==> config.mk <==
export PLATFORM = sky130hd
export DESIGN_NAME = sudoku_mask_load
export DESIGN_NICKNAME = d
export VERILOG_FILES = /design/src/rtl/sudoku_mask_load.sv
export SDC_FILE = /design/constraint.sdc
export NUM_CORES = 1
export LEC_CHECK = 0
export BUFFER_PORTS_ARGS = -buffer_cell sky130_fd_sc_hd__buf_2
export CORE_AREA = 3 3 291 293
export DETAILED_ROUTE_END_ITERATION = 10
export DIE_AREA = 0 0 294 296
export PLACE_DENSITY = 0.52
export REMOVE_ABC_BUFFERS = 1
export SKIP_LAST_GASP = 1
export SYNTH_ARGS = -nofsm -noshare
export SYNTH_HDL_FRONTEND = slang
export SYNTH_SLANG_ARGS = --single-unit
==> constraint.sdc <==
create_clock -name clk -period 2.5 [get_ports clk]
set_clock_uncertainty 0.1 [all_clocks]
set_input_delay 0.25 -clock clk [delete_from_list [all_inputs] [get_ports clk]]
set_output_delay 0.25 -clock clk [all_outputs]
set_load 0.01 [all_outputs]
==> src/rtl/sudoku_mask_load.sv <==
// Sudoku candidate-exclusion mask loader: streams 81 cells and builds a 729-bit mask.
// Optional duplicate-given detection is built when SUDOKU_LOAD_CONFLICT_EN is defined.
module sudoku_mask_load (
    input  logic         clk,
    input  logic         rst,
    input  logic         cell_valid,
    output logic         cell_ready,
    input  logic [3:0]   cell_value,
    output logic         mask_valid,
    input  logic         mask_ready,
    output logic [728:0] puzzle_mask_bin,
    output logic         conflict,
    output logic         value_err
);

    localparam logic [0:0] S_LOAD = 1'b0;
    localparam logic [0:0] S_DONE = 1'b1;

    logic [0:0]   state_q, state_d;
    logic [6:0]   cnt_q, cnt_d;
    logic [3:0]   x_q, x_d;
    logic [3:0]   y_q, y_d;
    logic [728:0] mask_q, mask_d;
    logic [728:0] upd;
    logic         value_err_q, value_err_d;

    logic         take;
    logic         handoff;
    logic         last;
    logic         is_digit;
    logic         is_illegal;
    logic [3:0]   dig;
    logic [1:0]   bx, by;

    function automatic logic [1:0] box3(input logic [3:0] v);
        if (v < 4'd3) begin
            return 2'd0;
        end else if (v < 4'd6) begin
            return 2'd1;
        end
        return 2'd2;
    endfunction

    assign take       = cell_valid && (state_q == S_LOAD);
    assign handoff    = mask_ready && (state_q == S_DONE);
    assign last       = (cnt_q == 7'd80);
    assign is_digit   = (cell_value != 4'd0) && (cell_value <= 4'd9);
    assign is_illegal = (cell_value >= 4'd10);
    assign dig        = cell_value - 4'd1;
    assign bx         = box3(x_q);
    assign by         = box3(y_q);

    // Per-transfer set vector: the cell excludes all other digits, peers exclude this one.
    always_comb begin
        upd = '0;
        if (take && is_digit) begin
            for (int i = 0; i < 9; i++) begin
                for (int j = 0; j < 9; j++) begin
                    for (int k = 0; k < 9; k++) begin
                        if ((4'(i) == x_q) && (4'(j) == y_q)) begin
                            upd[10'(i*81 + j*9 + k)] = (4'(k) != dig);
                        end else if ((4'(i) == x_q) || (4'(j) == y_q) ||
                                     ((box3(4'(i)) == bx) &&
                                      (box3(4'(j)) == by))) begin
                            upd[10'(i*81 + j*9 + k)] = (4'(k) == dig);
                        end
                    end
                end
            end
        end
    end

    always_comb begin
        state_d     = state_q;
        cnt_d       = cnt_q;
        x_d         = x_q;
        y_d         = y_q;
        mask_d      = mask_q;
        value_err_d = value_err_q;
        if (handoff) begin
            state_d     = S_LOAD;
            cnt_d       = 7'd0;
            x_d         = 4'd0;
            y_d         = 4'd0;
            mask_d      = '0;
            value_err_d = 1'b0;
        end else if (take) begin
            mask_d      = mask_q | upd;
            value_err_d = value_err_q | is_illegal;
            cnt_d       = cnt_q + 7'd1;
            if (y_q == 4'd8) begin
                y_d = 4'd0;
                x_d = x_q + 4'd1;
            end else begin
                y_d = y_q + 4'd1;
            end
            if (last) begin
                state_d = S_DONE;
            end
        end
    end

    always_ff @(posedge clk) begin
        if (rst) begin
            state_q     <= S_LOAD;
            cnt_q       <= 7'd0;
            x_q         <= 4'd0;
            y_q         <= 4'd0;
            mask_q      <= '0;
            value_err_q <= 1'b0;
        end else begin
            state_q     <= state_d;
            cnt_q       <= cnt_d;
            x_q         <= x_d;
            y_q         <= y_d;
            mask_q      <= mask_d;
            value_err_q <= value_err_d;
        end
    end

`ifdef SUDOKU_LOAD_CONFLICT_EN
    logic [9:0] own_idx;
    logic       conflict_q, conflict_d;

    // A given whose own bit is already excluded duplicates an earlier peer.
    assign own_idx = 10'(x_q) * 10'd81 + 10'(y_q) * 10'd9 + 10'(dig);

    always_comb begin
        conflict_d = conflict_q;
        if (handoff) begin
            conflict_d = 1'b0;
        end else if (take && is_digit && mask_q[own_idx]) begin
            conflict_d = 1'b1;
        end
    end

    always_ff @(posedge clk) begin
        if (rst) begin
            conflict_q <= 1'b0;
        end else begin
            conflict_q <= conflict_d;
        end
    end

    assign conflict = conflict_q;
`else
    assign conflict = 1'b0;
`endif

    assign cell_ready      = (state_q == S_LOAD);
    assign mask_valid      = (state_q == S_DONE);
    assign puzzle_mask_bin = mask_q;
    assign value_err       = value_err_q;

endmodule

Word level (Yosys, flattened, before mapping)
Index checks and enable logic that the tools add are counted.
{"block": "op_classes", "mux": 1375, "add_sub_neg": 4, "n_eq_ne": 127, "n_bitwise": 3, "magnitude_cmp": 6, "n_reduce_logical": 240}
{"cell": "$mux W1", "count": 1142}
{"cell": "$or A729 B512 Y729", "count": 1}
{"cell": "$mux W512", "count": 1}
{"cell": "$mux W2", "count": 231}
{"cell": "$eq A2 B2 Y1", "count": 93}
{"cell": "$logic_and A1 B1 Y1", "count": 118}
{"cell": "$logic_or A1 B1 Y1", "count": 114}
{"cell": "$eq A3 B4 Y1 const A", "count": 11}
{"cell": "$eq A2 B4 Y1 const A", "count": 6}
{"cell": "$ne A3 B4 Y1 const A", "count": 4}
{"cell": "$eq A1 B4 Y1 const A", "count": 3}
{"cell": "$logic_not A4 Y1", "count": 3}
{"cell": "$add A4 B1 Y4 const B", "count": 2}
{"cell": "$eq A4 B4 Y1 const A", "count": 2}
{"cell": "$lt A4 B2 Y1 const B", "count": 2}
{"cell": "$lt A4 B3 Y1 const B", "count": 2}
{"cell": "$ne A2 B4 Y1 const A", "count": 2}
{"cell": "$reduce_bool A4 Y1", "count": 2}
{"cell": "$add A7 B1 Y7 const B", "count": 1}
{"cell": "$eq A7 B7 Y1 const B", "count": 1}
{"cell": "$eq A2 B2 Y1 const A", "count": 2}
{"cell": "$eq A4 B4 Y1 const B", "count": 1}
{"cell": "$ge A4 B4 Y1 const B", "count": 1}
{"cell": "$le A4 B4 Y1 const B", "count": 1}
{"cell": "8 further kinds", "count": 9}
{"block": "totals", "output_inout_bits": 733, "wordCells": 1761, "inputBits": 8, "ff_bits": 746}

Longest topological paths before layout
{"block": "depth", "word_depth": 14, "ltp_mapped": 8}

Least setup slack after synthesis
No wires, ideal clock.
{"block": "synth_timing", "path_kind": "reg2reg", "from": "register x_q[0]", "to": "register mask_q[72] (netlist: puzzle_mask_bin[72])", "path_stages_with_launch": 9, "arrival_ns": 1.889, "synth_period_minus_slack_ns": 2.121, "setup_slack_ns": 0.379, "path_buffers": 2, "required_time_ns": 2.268, "cell_sequence": "dfxtp_1 inv_1 ha_1 or3b_2 buf_2 buf_1 o211ai_2 o211ai_1 a21oi_1"}
{"block": "synth_between", "elab_chain_len": 11, "word_cells_on_any_way": 16, "cone_classes": "order compare: 2; eq/ne: 1; mux: 7; bitwise: 1; reduce/logical: 5"}
{"element": "from (decl)", "line": "21", "text": "logic [3:0] x_q, x_d;"}
{"element": "from (signal assigned)", "line": "107", "text": "x_q <= 4'd0;"}
{"element": "from (signal assigned)", "line": "114", "text": "x_q <= x_d;"}
{"element": "$lt A4 B3 Y1", "line": "38", "text": "end else if (v < 4'd6) begin"}
{"element": "$mux W1", "line": "38"}
{"element": "$mux W1", "line": "36", "text": "if (v < 4'd3) begin"}
{"element": "$mux W2", "line": "41", "text": "return 2'd2;"}
{"element": "$eq A2 B2 Y1", "line": "63", "text": "((box3(4'(i)) == bx) &&"}
{"element": "$logic_and A1 B1 Y1", "line": "63"}
{"element": "$logic_or A1 B1 Y1", "line": "62", "text": "end else if ((4'(i) == x_q) || (4'(j) == y_q) ||"}
{"element": "$mux W1", "line": "62"}
{"element": "$mux W1 (*)", "line": "60", "text": "if ((4'(i) == x_q) && (4'(j) == y_q)) begin"}
{"element": "$mux W512 (*)", "line": "56", "text": "if (take && is_digit) begin"}
{"element": "$or A729 B512 Y729 (*)", "line": "88", "text": "mask_d = mask_q | upd;"}
{"element": "to (signal assigned)", "line": "116", "text": "mask_q <= mask_d;"}
{"element": "to (decl)", "line": "23", "text": "logic [728:0] mask_q, mask_d;"}
Every way passes the cells marked *; elsewhere a longest branch is shown, timed or not.
A chain may end at the register's enable or synchronous reset.

Worst setup path after layout
{"block": "layout_timing", "from": "register y_q[1]", "to": "register mask_q[411] (netlist: puzzle_mask_bin[411])"}
{"block": "layout_between", "elab_chain_len": 11, "word_cells_on_any_way": 16, "cone_classes": "order compare: 2; eq/ne: 1; mux: 7; bitwise: 1; reduce/logical: 5"}
{"element": "from (decl)", "line": "22", "text": "logic [3:0] y_q, y_d;"}
{"element": "from (signal assigned)", "line": "115", "text": "y_q <= y_d;"}
{"element": "$lt A4 B3 Y1", "line": "38"}
{"element": "$mux W1", "line": "38"}
{"element": "$mux W1", "line": "36"}
{"element": "$mux W2", "line": "41"}
{"element": "$eq A2 B2 Y1", "line": "64", "text": "(box3(4'(j)) == by))) begin"}
{"element": "$logic_and A1 B1 Y1", "line": "63"}
{"element": "$logic_or A1 B1 Y1", "line": "62"}
{"element": "$mux W1", "line": "62"}
{"element": "$mux W1 (*)", "line": "60"}
{"element": "$mux W512 (*)", "line": "56"}
{"element": "$or A729 B512 Y729 (*)", "line": "88"}
Marks and branches as above.

==> run metrics <==
status completed; Critical Path Source Type register; Routed wire per std cell 21.4 µm; root buf cell clkbuf_16; FF+latch count, synth between 500 and 600; most frequent cells in the layout dfxtp_1, buf_2, xnor2_1, nand2_1, o21ai_0; Max-Cap Viols 0; Starting Density between 30% and 40%; Sink Count around 530; grt ovf 0; ranking of synthesized cells by area dfxtp_1, xnor2_1, buf_4; Post-synth ARST share 0%; Final setup viols 0; Setup Crit Path Kind reg2reg; worst r2r src y_q[1]; P_leak 12.9 nW; Gate Count Post-Synth 2854; Critical Path Source y_q[1]; most common cell after layout, fill and taps aside dfxtp_1; CTS tree built; transition time at the pin with the least slew margin 0.918 ns; drc violations 0; f_max 405 MHz; first drt pass iteration count 5; Via density 4.70; core area approximately 82000 µm²; Chip Height 296 µm; reg2reg end puzzle_mask_bin[411]; FP Rows approximately 110; global-route wire length before repair 138000 µm; Worst R2R Path Depth 8; relative slew slack 38.8%; Final nets 3414; max-slew violations 0; DR iter-0 viols 1387; syn avg cell area between 8 and 9 µm²; Clock transition at path regs roughly 0.060 ns; post-route minimum period about 2.5 ns; Most used DFF post-synth dfxtp_1; Post-Syn Area 25100 µm²; total number of vias 21200; Inserted Clock Buffers 66; Die ar. 87000 µm²; R2R Setup Slk roughly 0.030 ns; Cell Area, Placed 29200 µm²; vias in the first global route 20000; post-route cell area approximately 32000 µm²; Max IR drop VDD 0.000360 V; Final ANT Viol Nets 0; number of synthesis warnings 0; gpl congestion slightly below 0.8; Cell variety after synth 52; GRT Total Usage 21.0%; Crit. End Element register; FILL cells 8310; RSZ-0062 raised after global routing true; sequential element share of the synthesized area 42.1%; clk buf depth 3; largest net degree at the start of global routing 82; initial antenna violation count 1; CP endpoint puzzle_mask_bin[411]; Final Cycle Share 98.8%; Required @ worst endpoint 2.88 ns; Critical Path AT ~2.9 ns; PortBufs about 520; Hold Path Class in2reg; WHS 0.0760 ns; pwr dens around 640 nW/µm²; crit-path max FO 9; Die Wd 294 µm; Layout area overhead 26.5%; IO Count 741; Post-synth EDFFs 0; area leader, netlist dfxtp_1; top-area cell type share of the netlist area 42.1%; routed wire length slightly below 100000 µm; Clk Latency, worst-skew pair 0.60 ns; htree depth 3; layout cells sized above 1 26.6%; DP HPWL 66900 µm; final hold vios 0
## cells in the mapped netlist (4+ instances only)
master,instances
nand2_1,388
nor2_1,15
or3_1,4
a21oi_1,175
clkbuf_1,120
nor2_4,14
o21ai_0,274
nor3_1,84
dfxtp_1,529
inv_1,88
or4b_2,4
a211oi_2,10
nor2_2,8
buf_2,88
nor3b_1,8
nand3_1,6
buf_4,228
o211ai_1,81
and3b_1,8
xor2_1,4
nor4bb_1,4
nand2b_1,5
nand3b_1,9
o31ai_1,108
or3b_2,4
buf_1,10
o211ai_2,9
a22o_1,81
a21oi_4,9
xnor2_1,433
nand4bb_1,4
ha_1,10
## registers in the layout, summed over array words and instances (netlist names)
| register | count |
|---|---|
| cnt_q | 7 |
| x_q | 4 |
| mask_valid | 1 |
| value_err | 1 |
| y_q | 4 |
| puzzle_mask_bin | 512 |
## logic make-up after synthesis
family	after synthesis	share of synthesized area (%)
AOI/OAI and AO/OA	759	19.3
xor gates and xnor gates	437	15.2
adders and majority gates	10	0.498
buffers and inverters	536	11.9
DFF	529	42.1
other	1	0.0149
and+or+nand+nor	582	11.0
## cell type report
class                   count  area, µm²  area share [%]
well taps                1070       1340            4.21
multi-input cells        2006      12700            39.9
clock buffers              86       1890            5.94
inverters                  88        330            1.04
flip-flops and latches    529      10600            33.3
diodes                      1       2.50         0.00787
clock inverters            31        493            1.55
repair buffers            705       4460            14.0
## where the power goes
part	total (mW)	internal, mW	leakage, nW	switching, mW
registers	8.56	8.51	4.27	0.0498
logic	1.35	0.433	7.43	0.917
clock network	10.5	6.50	1.16	3.96
total	20.4	15.4	12.9	4.93
## per-stage QoR
stage	utilization (%)	power, mW	setup TNS [ns]	setup WS, ns	instances
floorplan	-	9.51	-6015.50	-14.14	2623
global placement	35.6	10.1	-10.69	-0.337	4395
detailed placement	35.6	10.1	-7.82	-0.341	4395
CTS	38.6	20.7	0	0.0264	4513
global route	38.7	21.1	-3.10	-0.121	4516
finish	38.7	20.4	0	0.0299	4516
## critical path, cell delays in order (launching register included)
cell	delay, ns
dfxtp_1	0.38
inv_1	0.11
ha_1	0.28
nor3b_2	0.36
buf_12	0.15
buf_4	0.13
nand2_1	0.41
xnor2_1	0.32
o21ai_0	0.10
## how the worst min path moves through the flow
stage | start | cells after the start | end
floorplan | cnt_q[0] | 2 | cnt_q[0]
global placement | puzzle_mask_bin[390] | 2 | puzzle_mask_bin[390]
detailed placement | puzzle_mask_bin[57] | 2 | puzzle_mask_bin[57]
CTS | rst | 5 | puzzle_mask_bin[327]
global route | rst | 5 | puzzle_mask_bin[349]
finish | rst | 5 | puzzle_mask_bin[109]
## layer usage
layer / GRT usage, % / part of all wire, %
met5: 0 / 0
met2: 35.2 / 47
met4: 6.73 / 2.7
met1: 26.6 / 43
met3: 5.19 / 6.9
## what timing repair did
item                                    4_1_cts  5_1_grt
hold buffers                                  1        0
pin swaps                                     0        1
resized for setup                             8       15
endpoints found under the setup margin       64      113
buffers inserted                              0        2
hold endpoints to repair                      1        0
Note: power is estimated with default switching activity, not from simulation.
